$ cat config.mk
export PLATFORM = sky130hd
export DESIGN_NAME = pipe_hazard_ctrl
export DESIGN_NICKNAME = d
export VERILOG_FILES = /design/src/rtl/param_defs.sv /design/src/rtl/hazard_scoreboard.sv /design/src/rtl/pipe_hazard_ctrl.sv
export SDC_FILE = /design/constraint.sdc
export NUM_CORES = 1
export LEC_CHECK = 0
export ABC_AREA = 1
export CORE_ASPECT_RATIO = 0.8
export CORE_MARGIN = 2
export CORE_UTILIZATION = 41
export CTS_CLUSTER_SIZE = 8
export DETAILED_ROUTE_END_ITERATION = 7
export PLACE_DENSITY = 0.66
export SLEW_MARGIN = 25
export SYNTH_ARGS = -nofsm -noshare
export SYNTH_HDL_FRONTEND = slang
export SYNTH_SLANG_ARGS = --single-unit
$ cat constraint.sdc
create_clock -name clk -period 7.7 [get_ports clk]
set_clock_uncertainty 0.1 [all_clocks]
set_input_delay 2.31 -clock clk [delete_from_list [all_inputs] [get_ports clk]]
set_output_delay 2.31 -clock clk [all_outputs]
set_load 0.05 [all_outputs]
$ cat src/rtl/param_defs.sv
// Shared widths and the hazard-controller state type for the RV32 pipeline.
package param_defs;

   localparam int unsigned RegAddrWidth  = 5;
   localparam int unsigned NumRegs       = 32;
   localparam int unsigned PcWidth       = 32;
   localparam int unsigned ScoreCntWidth = 6;

   typedef enum logic [1:0] {
      RUN,
      FLUSH,
      DRAIN,
      TRAP_JUMP
   } hctl_state_e;

endpackage

$ cat src/rtl/hazard_scoreboard.sv
// Pending-destination scoreboard for long-latency results.
// Provides writeback bypass on lookups, set-wins update, and a popcount.
module hazard_scoreboard
   import param_defs::*;
#(
   parameter int unsigned AddrWidth = RegAddrWidth,
   parameter int unsigned Depth     = NumRegs
) (
   input  logic                     clk,
   input  logic                     rst_n,
   input  logic                     set_en,
   input  logic [AddrWidth-1:0]     set_addr,
   input  logic                     clr_en,
   input  logic [AddrWidth-1:0]     clr_addr,
   input  logic [AddrWidth-1:0]     rs1_addr,
   input  logic [AddrWidth-1:0]     rs2_addr,
   input  logic [AddrWidth-1:0]     rd_addr,
   output logic                     rs1_busy,
   output logic                     rs2_busy,
   output logic                     rd_busy,
   output logic                     any_busy,
   output logic [ScoreCntWidth-1:0] cnt
);

   logic [Depth-1:0]         pending;
   logic [Depth-1:0]         pending_nxt;
   logic [Depth-1:0]         eff;
   logic [ScoreCntWidth-1:0] cnt_nxt;

   // A register being written back this cycle is already visible through the regfile.
   always_comb begin
      eff = pending;
      if (clr_en) eff[clr_addr] = 1'b0;
      eff[0] = 1'b0;
   end

   assign rs1_busy = eff[rs1_addr];
   assign rs2_busy = eff[rs2_addr];
   assign rd_busy  = eff[rd_addr];
   assign any_busy = |eff;

   // Clear first, then set, so a same-cycle set of the same register wins.
   always_comb begin
      pending_nxt = pending;
      if (clr_en) pending_nxt[clr_addr] = 1'b0;
      if (set_en && (set_addr != '0)) pending_nxt[set_addr] = 1'b1;
      pending_nxt[0] = 1'b0;
      cnt_nxt = '0;
      for (int unsigned i = 0; i < Depth; i++) begin
         cnt_nxt = cnt_nxt + ScoreCntWidth'(pending_nxt[i]);
      end
   end

   always_ff @(posedge clk or negedge rst_n) begin
      if (!rst_n) begin
         pending <= '0;
         cnt     <= '0;
      end else begin
         pending <= pending_nxt;
         cnt     <= cnt_nxt;
      end
   end

endmodule

$ cat src/rtl/pipe_hazard_ctrl.sv
// Pipeline sequencing controller: RAW/WAW stalls against the scoreboard,
// issue into EX, branch-redirect flushes and precise trap entry.
module pipe_hazard_ctrl #(
   parameter int unsigned RegAddrWidth = param_defs::RegAddrWidth,
   parameter int unsigned NumRegs      = param_defs::NumRegs,
   parameter int unsigned PcWidth      = param_defs::PcWidth
) (
   input  logic                                 clk,
   input  logic                                 rst_n,
   input  logic                                 id_valid,
   input  logic [RegAddrWidth-1:0]              id_rs1_addr,
   input  logic [RegAddrWidth-1:0]              id_rs2_addr,
   input  logic                                 id_rs1_used,
   input  logic                                 id_rs2_used,
   input  logic [RegAddrWidth-1:0]              id_rd_addr,
   input  logic                                 id_rd_en,
   input  logic                                 id_long_lat,
   input  logic                                 wb_valid,
   input  logic [RegAddrWidth-1:0]              wb_rd_addr,
   input  logic                                 redirect_req,
   input  logic [PcWidth-1:0]                   redirect_pc,
   input  logic                                 trap_req,
   input  logic [PcWidth-1:0]                   trap_vec,
   output logic                                 issue,
   output logic                                 stall_if,
   output logic                                 stall_id,
   output logic                                 flush_if,
   output logic                                 flush_id,
   output logic                                 pc_redirect_en,
   output logic [PcWidth-1:0]                   pc_redirect_addr,
   output logic [param_defs::ScoreCntWidth-1:0] pending_cnt
);

   param_defs::hctl_state_e              state;
   logic                                 started;
   logic [PcWidth-1:0]                   vec;
   logic                                 rs1_busy;
   logic                                 rs2_busy;
   logic                                 rd_busy;
   logic                                 any_busy;
   logic                                 hazard;
   logic                                 issue_ok;
   logic [param_defs::ScoreCntWidth-1:0] sb_cnt;

   assign hazard = id_valid & ((id_rs1_used & rs1_busy) |
                               (id_rs2_used & rs2_busy) |
                               (id_rd_en & rd_busy));

   assign issue_ok = started & (state == param_defs::RUN) & id_valid & ~hazard &
                     ~redirect_req & ~trap_req;

   hazard_scoreboard #(
      .AddrWidth (RegAddrWidth),
      .Depth     (NumRegs)
   ) u_scoreboard (
      .clk      (clk),
      .rst_n    (rst_n),
      .set_en   (issue_ok & id_long_lat & id_rd_en),
      .set_addr (id_rd_addr),
      .clr_en   (wb_valid),
      .clr_addr (wb_rd_addr),
      .rs1_addr (id_rs1_addr),
      .rs2_addr (id_rs2_addr),
      .rd_addr  (id_rd_addr),
      .rs1_busy (rs1_busy),
      .rs2_busy (rs2_busy),
      .rd_busy  (rd_busy),
      .any_busy (any_busy),
      .cnt      (sb_cnt)
   );

   always_ff @(posedge clk or negedge rst_n) begin
      if (!rst_n) begin
         started <= 1'b0;
         state   <= param_defs::RUN;
         vec     <= '0;
      end else begin
         started <= 1'b1;
         if (started) begin
            unique case (state)
               param_defs::RUN: begin
                  if (trap_req) begin
                     vec   <= trap_vec;
                     state <= param_defs::DRAIN;
                  end else if (redirect_req) begin
                     state <= param_defs::FLUSH;
                  end
               end
               param_defs::FLUSH: begin
                  if (trap_req) begin
                     vec   <= trap_vec;
                     state <= param_defs::DRAIN;
                  end else begin
                     state <= param_defs::RUN;
                  end
               end
               param_defs::DRAIN: begin
                  // Leave once every owed result has landed, counting this cycle's writeback.
                  if (!any_busy) state <= param_defs::TRAP_JUMP;
               end
               param_defs::TRAP_JUMP: state <= param_defs::FLUSH;
            endcase
         end
      end
   end

   always_comb begin
      issue            = issue_ok;
      stall_if         = 1'b0;
      stall_id         = 1'b0;
      flush_if         = 1'b0;
      flush_id         = 1'b0;
      pc_redirect_en   = 1'b0;
      pc_redirect_addr = '0;
      if (!started) begin
         stall_if = 1'b1;
         stall_id = 1'b1;
      end else begin
         unique case (state)
            param_defs::RUN: begin
               if (trap_req) begin
                  stall_if = 1'b1;
                  flush_id = 1'b1;
               end else if (redirect_req) begin
                  pc_redirect_en   = 1'b1;
                  pc_redirect_addr = redirect_pc;
                  flush_if         = 1'b1;
                  flush_id         = 1'b1;
               end else if (hazard) begin
                  stall_if = 1'b1;
                  stall_id = 1'b1;
               end
            end
            param_defs::FLUSH: flush_id = 1'b1;
            param_defs::DRAIN: begin
               stall_if = 1'b1;
               flush_id = 1'b1;
            end
            param_defs::TRAP_JUMP: begin
               pc_redirect_en   = 1'b1;
               pc_redirect_addr = vec;
               flush_if         = 1'b1;
               flush_id         = 1'b1;
            end
         endcase
      end
   end

   assign pending_cnt = started ? sb_cnt : '0;

endmodule
=== Word level (Yosys, flattened, before mapping) ===
Cells that the tools add are included.

* Register bits after elaboration: 72
* Input bits: 94

* Reduce and logical (&&, ||, !) cells: 10
* Eq/ne operators: 5
* Bitwise operators: 19
* Mux-type cells: 37
* Magnitude comparators: 6
* Add/sub/neg operators: 30

{| class="wikitable"
|+ Operator list
! operator !! count
|-
| adder 6 x 1 -> 6 bit || 29
|-
| two-way mux 32 bit || 5
|-
| one-hot mux 32 bit (2 select lines) || 1
|-
| bitwise AND 32 bit || 1
|-
| NOT 32 bit || 1
|-
| OR 32 bit || 1
|-
| OR reduction 31 bit || 1
|-
| < comparator 5 x 6 -> 1 bit, second input constant || 4
|-
| two-way mux 1 bit || 17
|-
| binary-select mux 1 bit (select 5 bit) || 3
|-
| bitwise AND 1 bit || 11
|-
| demux 1 bit (select 5 bit) || 2
|-
| >= comparator 5 x 1 -> 1 bit, second input constant || 2
|-
| two-way mux 2 bit || 4
|-
| one-hot mux 2 bit (4 select lines) || 1
|-
| two-way mux 6 bit || 1
|-
| one-hot mux 1 bit (2 select lines) || 3
|-
| AND reduction 3 bit || 2
|-
| nonzero test 5 bit || 1
|-
| == test 2 bit, second input constant || 2
|-
| logical AND 1 bit || 3
|-
| != test 3 bit, second input constant || 1
|-
| NOT 1 bit || 3
|-
| OR reduction 3 bit || 1
|-
| other kinds (6) || 7
|}

=== Longest topological paths before layout ===
Gate-level depths: netlist of run 1.

* Word-level depth: 51
* Mapped depth: 36

=== Hierarchy ===
A second synthesis of run 1 with hierarchy kept.

* Cell total of the unflattened synthesis: 840
* Area, all modules: 5686.7 um^2

{| class="wikitable"
|+ By module, submodules not included
! module !! cells an instance !! times used !! area an instance (um^2)
|-
| hazard_scoreboard || 528 || 1 || 3485.8
|-
| pipe_hazard_ctrl || 312 || 1 || 2200.9
|}

=== Least setup slack after synthesis of run 1 ===
No wires, ideal clock.

* Path type: in2reg
* Start point: input port id_rs2_addr[0]
* End point: register u_scoreboard.cnt[4]
* Slack: -0.858 ns
* Cell stages on the path: 31
* Arrival: 8.378 ns
* Required time: 7.520 ns
* Cell sequence: clkbuf_1 > inv_1 > clkbuf_1 > o21ai_0 > nand3_1 > nand3_1 > nand2_1 > nand2_1 > nand3_1 > nand2_1 > nor2_4 > nand3_4 > buf_6 > o21bai_1 > ha_1 > inv_1 > fa_1 > inv_1 > fa_1 > fa_1 > fa_1 > inv_1 > fa_1 > fa_1 > inv_1 > ha_1 > fa_1 > a21oi_1 > nor2_1 > nor2_1 > xnor2_1

* Longest elaborated chain between the ends: 44

{| class="wikitable"
|+ Ends and longest elaborated chain
! what !! RTL line !! source
|-
| from (decl) || pipe_hazard_ctrl.sv:12 || <nowiki>input logic [RegAddrWidth-1:0] id_rs2_addr,</nowiki>
|-
| binary-select mux 1 bit (select 5 bit) || hazard_scoreboard.sv:38 || <nowiki>assign rs2_busy = eff[rs2_addr];</nowiki>
|-
| two-way mux 1 bit (implied by the code) || hazard_scoreboard.sv:38 ||
|-
| bitwise AND 1 bit || pipe_hazard_ctrl.sv:46 || <nowiki>(id_rs2_used & rs2_busy) |</nowiki>
|-
| OR 1 bit || pipe_hazard_ctrl.sv:45 || <nowiki>assign hazard = id_valid & ((id_rs1_used & rs1_busy) |</nowiki>
|-
| OR 1 bit || pipe_hazard_ctrl.sv:46 ||
|-
| bitwise AND 1 bit || pipe_hazard_ctrl.sv:45 ||
|-
| NOT 1 bit || pipe_hazard_ctrl.sv:49 || <nowiki>assign issue_ok = started & (state == param_defs::RUN) & id_valid & ~hazard &</nowiki>
|-
| bitwise AND 1 bit (2 in series) || pipe_hazard_ctrl.sv:49 ||
|-
| bitwise AND 1 bit || pipe_hazard_ctrl.sv:50 || <nowiki>~redirect_req & ~trap_req;</nowiki>
|-
| bitwise AND 1 bit (2 in series) || pipe_hazard_ctrl.sv:58 || <nowiki>.set_en (issue_ok & id_long_lat & id_rd_en),</nowiki>
|-
| logical AND 1 bit || hazard_scoreboard.sv:46 || <nowiki>if (set_en && (set_addr != '0)) pending_nxt[set_addr] = 1'b1;</nowiki>
|-
| two-way mux 32 bit || hazard_scoreboard.sv:46 ||
|-
| via u_scoreboard.pending_nxt[2] || hazard_scoreboard.sv:26 || <nowiki>logic [Depth-1:0] pending_nxt;</nowiki>
|-
| adder 1 x 1 -> 2 bit || hazard_scoreboard.sv:50 || <nowiki>cnt_nxt = cnt_nxt + ScoreCntWidth'(pending_nxt[i]);</nowiki>
|-
| adder 6 x 1 -> 6 bit (29 in series) || hazard_scoreboard.sv:50 ||
|-
| via u_scoreboard.cnt_nxt[4] || hazard_scoreboard.sv:28 || <nowiki>logic [ScoreCntWidth-1:0] cnt_nxt;</nowiki>
|-
| to (signal assigned) || hazard_scoreboard.sv:60 || <nowiki>cnt <= cnt_nxt;</nowiki>
|-
| to (decl) || hazard_scoreboard.sv:22 || <nowiki>output logic [ScoreCntWidth-1:0] cnt</nowiki>
|}

The timed path passes the listed nets, and every way through them passes these cells. The select of a mux whose other input is x is not followed.
A chain may end at the register's enable or synchronous reset.

=== Worst setup path after layout of run 1 ===
* Start point: input port wb_rd_addr[4]
* End point: register u_scoreboard.cnt[4]

* Longest elaborated chain between the ends: 51

{| class="wikitable"
|+ Ends and longest elaborated chain
! what !! RTL line !! source
|-
| from (decl) || pipe_hazard_ctrl.sv:19 || <nowiki>input logic [RegAddrWidth-1:0] wb_rd_addr,</nowiki>
|-
| < comparator 5 x 6 -> 1 bit (implied by the code) or >= comparator 5 x 1 -> 1 bit (tied branches) || hazard_scoreboard.sv:33, hazard_scoreboard.sv:45 ||
|-
| logical AND 1 bit (implied by the code) || hazard_scoreboard.sv:33, hazard_scoreboard.sv:45 ||
|-
| two-way mux 1 bit (implied by the code) || hazard_scoreboard.sv:33, hazard_scoreboard.sv:45 ||
|-
| demux 1 bit (select 5 bit) (*) || n/a ||
|-
| NOT 32 bit (no line) (*) || n/a ||
|-
| bitwise AND 32 bit (no line) (*) || n/a ||
|-
| two-way mux 32 bit (*) || hazard_scoreboard.sv:33, hazard_scoreboard.sv:45 ||
|-
| binary-select mux 1 bit (select 5 bit) (on tied branches) || hazard_scoreboard.sv:37, hazard_scoreboard.sv:38 ||
|-
| [... 8 more ...] || n/a ||
|-
| bitwise AND 1 bit || pipe_hazard_ctrl.sv:50 ||
|-
| bitwise AND 1 bit (2 in series) || pipe_hazard_ctrl.sv:58 ||
|-
| logical AND 1 bit || hazard_scoreboard.sv:46 ||
|-
| two-way mux 32 bit (*) || hazard_scoreboard.sv:46 ||
|-
| via u_scoreboard.pending_nxt[1] || hazard_scoreboard.sv:26 ||
|-
| adder 1 x 1 -> 2 bit (*) || hazard_scoreboard.sv:50 ||
|-
| adder 6 x 1 -> 6 bit (*) (29 in series) || hazard_scoreboard.sv:50 ||
|-
| via u_scoreboard.cnt_nxt[4] || hazard_scoreboard.sv:28 ||
|}

The timed path passes the listed nets; every way through them passes the cells marked *. The select of a mux whose other input is x is not followed.

==> results.md, run 1 <==
- Average cell area after synthesis: 7.443 um^2
- Proportion of power drawn by combinational gates: 0.424
- # rows: 38
- Maximum fanout along the worst path: 5
- Initial cell density of the core: 0.4252
- Synth unique cells: 41
- Number of detailed-route iterations in the first pass: 5
- Delay of the slowest critical-path stage: 580 ps
- Number of antenna-violating nets in the routed design: 0
- Switching portion of total power: 0.3857
- Number of max-slew violations in the final report: 0
- Layout net count: 1,185
- Worst setup SP type: input port
- Final weighted congestion in routability-driven placement: 1.037
- Synth warn: 0
- Overall via count from detail_route: 6,864
- Number of DRC violations after detailed routing: 0
- Clock transition at the registers of the reported paths: 60 ps
- Fraction of the yosys area taken by sequential cells: 0.3084
- Leakage Power: 4.325 nW
- Minimum clock period after layout: 8435 ps
- Worst hold-check path type: register to register
- Global-route wire length before repair: 37,110 um
- Share of total power in the clock network: 0.269
- Number of maximum-capacitance constraint violations: 0
- Non-Filler Instances: 1,240
- Clock sink count: 72
- Pin slew with the least headroom to its limit: 698.0 ps
- Cell with the largest stage delay on the worst path: fa_2
- Cell count after synthesis: 785
- Worst slack, placed: -1524 ps
- Worst VDD drop: 0.1934 mV
- Clock root cell: clkbuf_16
- Worst setup path class: input port to register
- Total Wirelength: 24,000 um
- Synthesized net count: 915
- Signed area change from the synthesized netlist to the final layout: 62.53%
- Reg power frac: 0.307
- Global router's overall resource usage: 0.3200
- Summed instance area of the synthesized netlist: 5843 um^2
- Final-report hold violation count: 0
- Unrepaired setup endpoints after global routing: true
- Filler cell count: 1,128
- Initial DRC count: 682
- Worst setup margin: -734.7 ps
- Top cells by area, synth: dfrtp_1, nand2_1, nand3_1
- Number of synthesized register bits: 72
- Internal power of the cells: 1.049 mW
- Violated checks: negative setup slack
- Switching power total: 658.6 uW
- Pin count of the biggest net entering global routing: 73
- Vert. Die Dim: 110.8 um
- Top-level port count: 138
- Vias/cell: 5.535
- Proportion of layout cells with a drive suffix above 1: 0.3434
- Detailed placement HPWL: 18,120 um
- Run status: finished, violations left
- Fraction of the cycle the final worst path needs: 1.095
- Endpoint class of the critical path: register
- Slew Limit Headroom: 0.5347
- Clock tree from TritonCTS: yes
- Highest Clock Rate: 118.6 MHz
- Total die area: 15,230 um^2
- Clock insertion delay at the later pin of the skew report: 350 ps
- Average wire per standard cell: 19.36 um
- Core outline area: 13,740 um^2
- Via count of the first global-routing pass: 6,727
- Horiz. Die Dim: 137.5 um
- Grt ovf: 0
- Initial antenna violation count: 1
- H-tree depth: 3
- Placed Cells: 1,190
- ANT cells: 0
- Ratio of total power to cell area: 179.8 nW/um^2
- Total clock buffers created by CTS: 9
- Overall power: 1.707 mW
- Highest-count cells in the layout ignoring fill and taps: nand2_1, buf_4, clkdlybuf4s50_1
- Final setup vio count: 5
- Required time of the worst setup path: 7870 ps
- Buffers added on ports: 137
- Top cell type's share of synthesized area: 0.3084
- Worst hold slack after final layout: 408.1 ps
- Arrival time at the worst endpoint: 8600 ps
- Most numerous cell on the critical path: fa_2
- Top cell type by total area after synthesis: dfrtp_1
- Max Buffers Root-to-Sink: 2
-- timing repair --
item                                    4_1_cts  5_1_grt
hold buffers                                  0        0
resized for setup                            85       73
cloned                                        1        0
endpoints found under the setup margin        6        6
pin swaps                                    27       55
setup buffers                                25        8
-- power by group through the flow --
stage,combinational (mW),clock (mW),sequential [mW]
3_5_place_dp,0.690,0,0.529
2_1_floorplan,0.455,0,0.512
6_report,0.724,0.459,0.524
3_3_place_gp,0.675,0,0.522
5_1_grt,0.776,0.487,0.536
4_1_cts,0.706,0.465,0.523
-- sequential cells by signal, summed over array words and instances, names as in the netlist --
register              flops
state                     2
u_scoreboard.pending     31
vec                      32
started                   1
u_scoreboard.cnt          6
-- worst max-delay path: cells and delay by family --
family,cells,cell delay [ps]
fa+ha+maj,9,3710
xor+xnor,1,130
simple gates,15,1630
buf+inv,7,450
compound gates,2,370
-- path summary, 6_finish.rpt --
path                                               from                  endpoint  slack, ps  cells past startpoint
worst min register to register                  vec[22]                   vec[22]        410                      1
worst min-delay path                            vec[22]                   vec[22]        410                      1
max in group asynchronous                         rst_n                   vec[30]       5130                      1
worst max-delay path                      wb_rd_addr[4]       u_scoreboard.cnt[4]       -730                     34
worst max register to register  u_scoreboard.pending[2]       u_scoreboard.cnt[4]       1260                     27
min in group asynchronous                         rst_n  u_scoreboard.pending[29]       1860                      1
-- Yosys cell counts (all sizes together) --
master    n
nand2   186
nand3   113
inv      86
dfrtp    72
nor2     59
nand4    47
a21oi    38
mux2     32
clkbuf   31
o21ai    27
fa       23
ha       13
a21boi    9
buf       9
o21bai    9
nor3      6
o22ai     6
o21a      4
nor4      2
o211ai    2
or2       2
xor2      2
a31oi     1
and3      1
clkinv    1
conb      1
mux2i     1
nor3b     1
xnor2     1
-- final cells by class --
cell class,count,area [um^2],share of cell area
multi-input cells,587,4113,0.4331
flip-flops and latches,72,1802,0.1897
clock inverters,6,92.59,0.009750
clock buffers,10,229.0,0.02411
well taps,180,225.2,0.02372
inverters,87,346.6,0.03650
repair buffers,298,2689,0.2831
-- metal layers --
metal  share of wire  up-vias  GRT usage
li1                -     3160          -
met1            0.44     3327     0.4583
met2            0.44      333     0.4617
met3           0.095       44     0.1084
met4           0.021        0    0.07973
met5               0        -          0
-- cells by family after synthesis --
kind of cell               synth area share
buffers and inverters               0.08715
xor gates and xnor gates           0.004498
AOI/OAI and AO/OA                    0.1004
DFF                                  0.3084
adders and majority gates            0.1066
muxes                               0.06338
and+or+nand+nor                      0.3289
other                             0.0006418
-- per-stage QoR --
step / util / cell area (um^2) / TNS, ps
after floorplan: - / 6012 / -1974
after global placement: 0.6123 / 8413 / -7666
after detailed placement: 0.6125 / 8416 / -7882
after CTS: 0.6625 / 9104 / -2425
after global routing: 0.6911 / 9497 / -3879
final: 0.6911 / 9497 / -2777
No activity file was read; power rests on OpenSTA's default activity.
==> run 2, diff against run 1 <==
- GPL_TIMING_DRIVEN: default -> 0
- RECOVER_POWER: default -> 50
==> run 2 against run 1 <==
Against the previous run:
- the run ends with max-capacitance violations, max-slew violations, negative setup slack left
- count of clock-buffer cells in the layout is 1 lower
- flip-flop and latch count stayed put
- critical path type unchanged
- setup slack worse by 160 ps
==> results.md, run 2 (synthesized netlist as in run 1, its figures left out) <==
- Run status: finished, violations left
- Violated checks: max-capacitance violations, max-slew violations, negative setup slack
- Slew Limit Headroom: -0.7269 (-1.262)
- Final setup vio count: 6 (+1)
- Pin count of the biggest net entering global routing: 48 (-34%)
- Max Buffers Root-to-Sink: 2 (unchanged)
- Endpoint class of the critical path: register
- Clock transition at the registers of the reported paths: 60 ps (about the same)
- # rows: 38 (unchanged)
- Vert. Die Dim: 110.8 um (unchanged)
- Start point of the worst hold path: vec[12]
- Cell area after layout: 8831 um^2 (-7.0%)
- Setup tns final: -3824 ps (-1047 ps)
- Flip-flop count of the largest register after layout: 32 (unchanged)
- Cell with the largest stage delay on the worst path: fa_2
- Filler cell count: 1,219 (+8.1%)
- Fraction of the cycle the final worst path needs: 1.116 (+0.02076)
- Total die area: 15,230 um^2 (unchanged)
- Global router's overall resource usage: 0.2917 (-0.02829)
- Clock sink count: 72 (unchanged)
- Top-level port count: 138 (unchanged)
- Clock tree from TritonCTS: yes
- Initial DRC count: 847 (+24%)
- Leading cell type in the layout, fill and taps excluded: nand2_1
- Worst hold-check path type: register to register
- Clock root cell: clkbuf_16
- Proportion of power drawn by combinational gates: 0.420 (-0.004)
- Total clock buffers created by CTS: 9 (unchanged)
- Detailed placement HPWL: 16,230 um (-10%)
- Worst setup margin: -894.5 ps (-159.8 ps)
- Overall power: 1.691 mW (-0.94%)
- Switching portion of total power: 0.3887 (+0.003043)
- H-tree depth: 3 (unchanged)
- Arrival time at the worst endpoint: 8750 ps (+150 ps)
- Worst r2r src: state[1]
- Maximum fanout along the worst path: 5 (unchanged)
- Internal power of the cells: 1.034 mW (-1.4%)
- Ratio of total power to cell area: 191.5 nW/um^2 (+6.5%)
- Number of max-slew violations in the final report: 48 (+48)
- Clock insertion delay at the later pin of the skew report: 350 ps (about the same)
- Unrepaired setup endpoints after global routing: true
- Horiz. Die Dim: 137.5 um (unchanged)
- Reg power frac: 0.307 (about the same)
- Biggest register: vec
- Total Wirelength: 21,940 um (-8.6%)
- Number of DRC violations after detailed routing: 0 (unchanged)
- Number of detailed-route iterations in the first pass: 6 (+1)
- Number of buffers inserted for hold repair after clock tree synthesis: 0 (unchanged)
- Worst hold slack after final layout: 405.3 ps (-2.830 ps)
- Signed area change from the synthesized netlist to the final layout: 51.13%
- Buffers added on ports: 132 (-3.6%)
- Worst VDD drop: 0.1392 mV (-28%)
- Highest-count cells in the layout ignoring fill and taps: nand2_1, clkdlybuf4s50_1, nand3_1
- Grt ovf: 0 (unchanged)
- Pin slew with the least headroom to its limit: 2590 ps (+1892 ps)
- Initial cell density of the core: 0.4252 (unchanged)
- Share of total power in the clock network: 0.274 (+0.005)
- Number of antenna-violating nets in the routed design: 0 (unchanged)
- Vias/cell: 5.558 (+0.41%)
- Overall via count from detail_route: 6,470 (-5.7%)
- Global-route wire length before repair: 33,710 um (-9.1%)
- Delay of the slowest critical-path stage: 560 ps (-20 ps)
- Worst setup path class: input port to register
- Highest Clock Rate: 116.4 MHz (-1.9%)
- Average wire per standard cell: 18.85 um (-2.6%)
- Worst setup SP type: input port
- Layout net count: 1,110 (-6.3%)
- Final weighted congestion in routability-driven placement: 0.9554 (-7.8%)
- Switching power total: 657.5 uW (-0.16%)
- Via count of the first global-routing pass: 6,051 (-10%)
- Placed standard-cell area: 7584 um^2 (-9.9%)
- ANT cells: 0 (unchanged)
- Start point of the critical path: wb_rd_addr[1]
- Core outline area: 13,740 um^2 (unchanged)
- Required time of the worst setup path: 7850 ps (-20 ps)
- Initial antenna violation count: 0 (-1)
- Largest regs: vec (32), u_scoreboard.pending (31), u_scoreboard.cnt (6)
- Share of the core filled with cells in the final layout: 0.6427 (-0.04844)
- Proportion of layout cells with a drive suffix above 1: 0.2652 (-0.07815)
- Number of maximum-capacitance constraint violations: 1 (+1)
- Final-report hold violation count: 0 (unchanged)
- Minimum clock period after layout: 8595 ps (+159.8 ps)
- Leakage Power: 3.830 nW (-11%)
[run 2: per-layer routing]
layer  share of wire  global-route usage  wire length [um]  vias up
met4           0.028             0.08385               609        0
li1                -                   -                 -     3019
met3           0.094             0.08093              2064       61
met1            0.44              0.4264              9646     3070
met2            0.44              0.4182              9621      320
met5               0                   0                 0        -
[run 2: path summary, 6_finish.rpt]
kind                       depth (start not counted)                  endpoint  slack, ps
max in group asynchronous                          2                   vec[15]       2200
min                                                1                   vec[12]        410
max reg2reg                                       27       u_scoreboard.cnt[4]        710
max                                               35       u_scoreboard.cnt[4]       -890
min reg2reg                                        1                   vec[12]        410
min in group asynchronous                          1  u_scoreboard.pending[30]       2190
[run 2: cell type report]
class | instances | area (um^2) | share of cell area
flip-flops and latches | 72 | 1802 | 0.2040
clock inverters | 6 | 92.59 | 0.01048
plain buffers | 39 | 222.7 | 0.02522
well taps | 180 | 225.2 | 0.02550
clock buffers | 9 | 225.2 | 0.02550
repair buffers | 185 | 1832 | 0.2074
inverters | 87 | 354.1 | 0.04010
multi-input cells | 586 | 4078 | 0.4617
[run 2: worst max-delay path, delay by kind of cell]
kind | cells | cell delay, ps
adder cells (fa/ha/maj) | 8 | 3550
buffers and inverters | 11 | 1030
AND/OR/NAND/NOR | 10 | 990
AO/OA/AOI/OAI | 5 | 670
XOR/XNOR | 1 | 150
[run 2: power groups by stage]
| stage | registers, mW | logic (mW) | clock network (mW) |
|---|---|---|---|
| floorplan | 0.512 | 0.455 | 0 |
| global placement | 0.522 | 0.674 | 0 |
| detailed placement | 0.525 | 0.675 | 0 |
| CTS | 0.518 | 0.703 | 0.468 |
| global route | 0.532 | 0.766 | 0.484 |
| finish | 0.519 | 0.710 | 0.463 |
[run 2: what timing repair did]
action / 4_1_cts / 5_1_grt
cloned: 2 / 0
pin swaps: 52 / 22
buffers inserted: 39 / 12
resized for setup: 139 / 43
endpoints found under the setup margin: 9 / 6
[run 2: stage by stage]
stage	worst slack (ps)	instances
2_1_floorplan	-509.6	785
3_3_place_gp	-2291	1097
3_5_place_dp	-2311	1098
4_1_cts	-765.0	1153
5_1_grt	-1087	1164
6_report	-894.5	1164
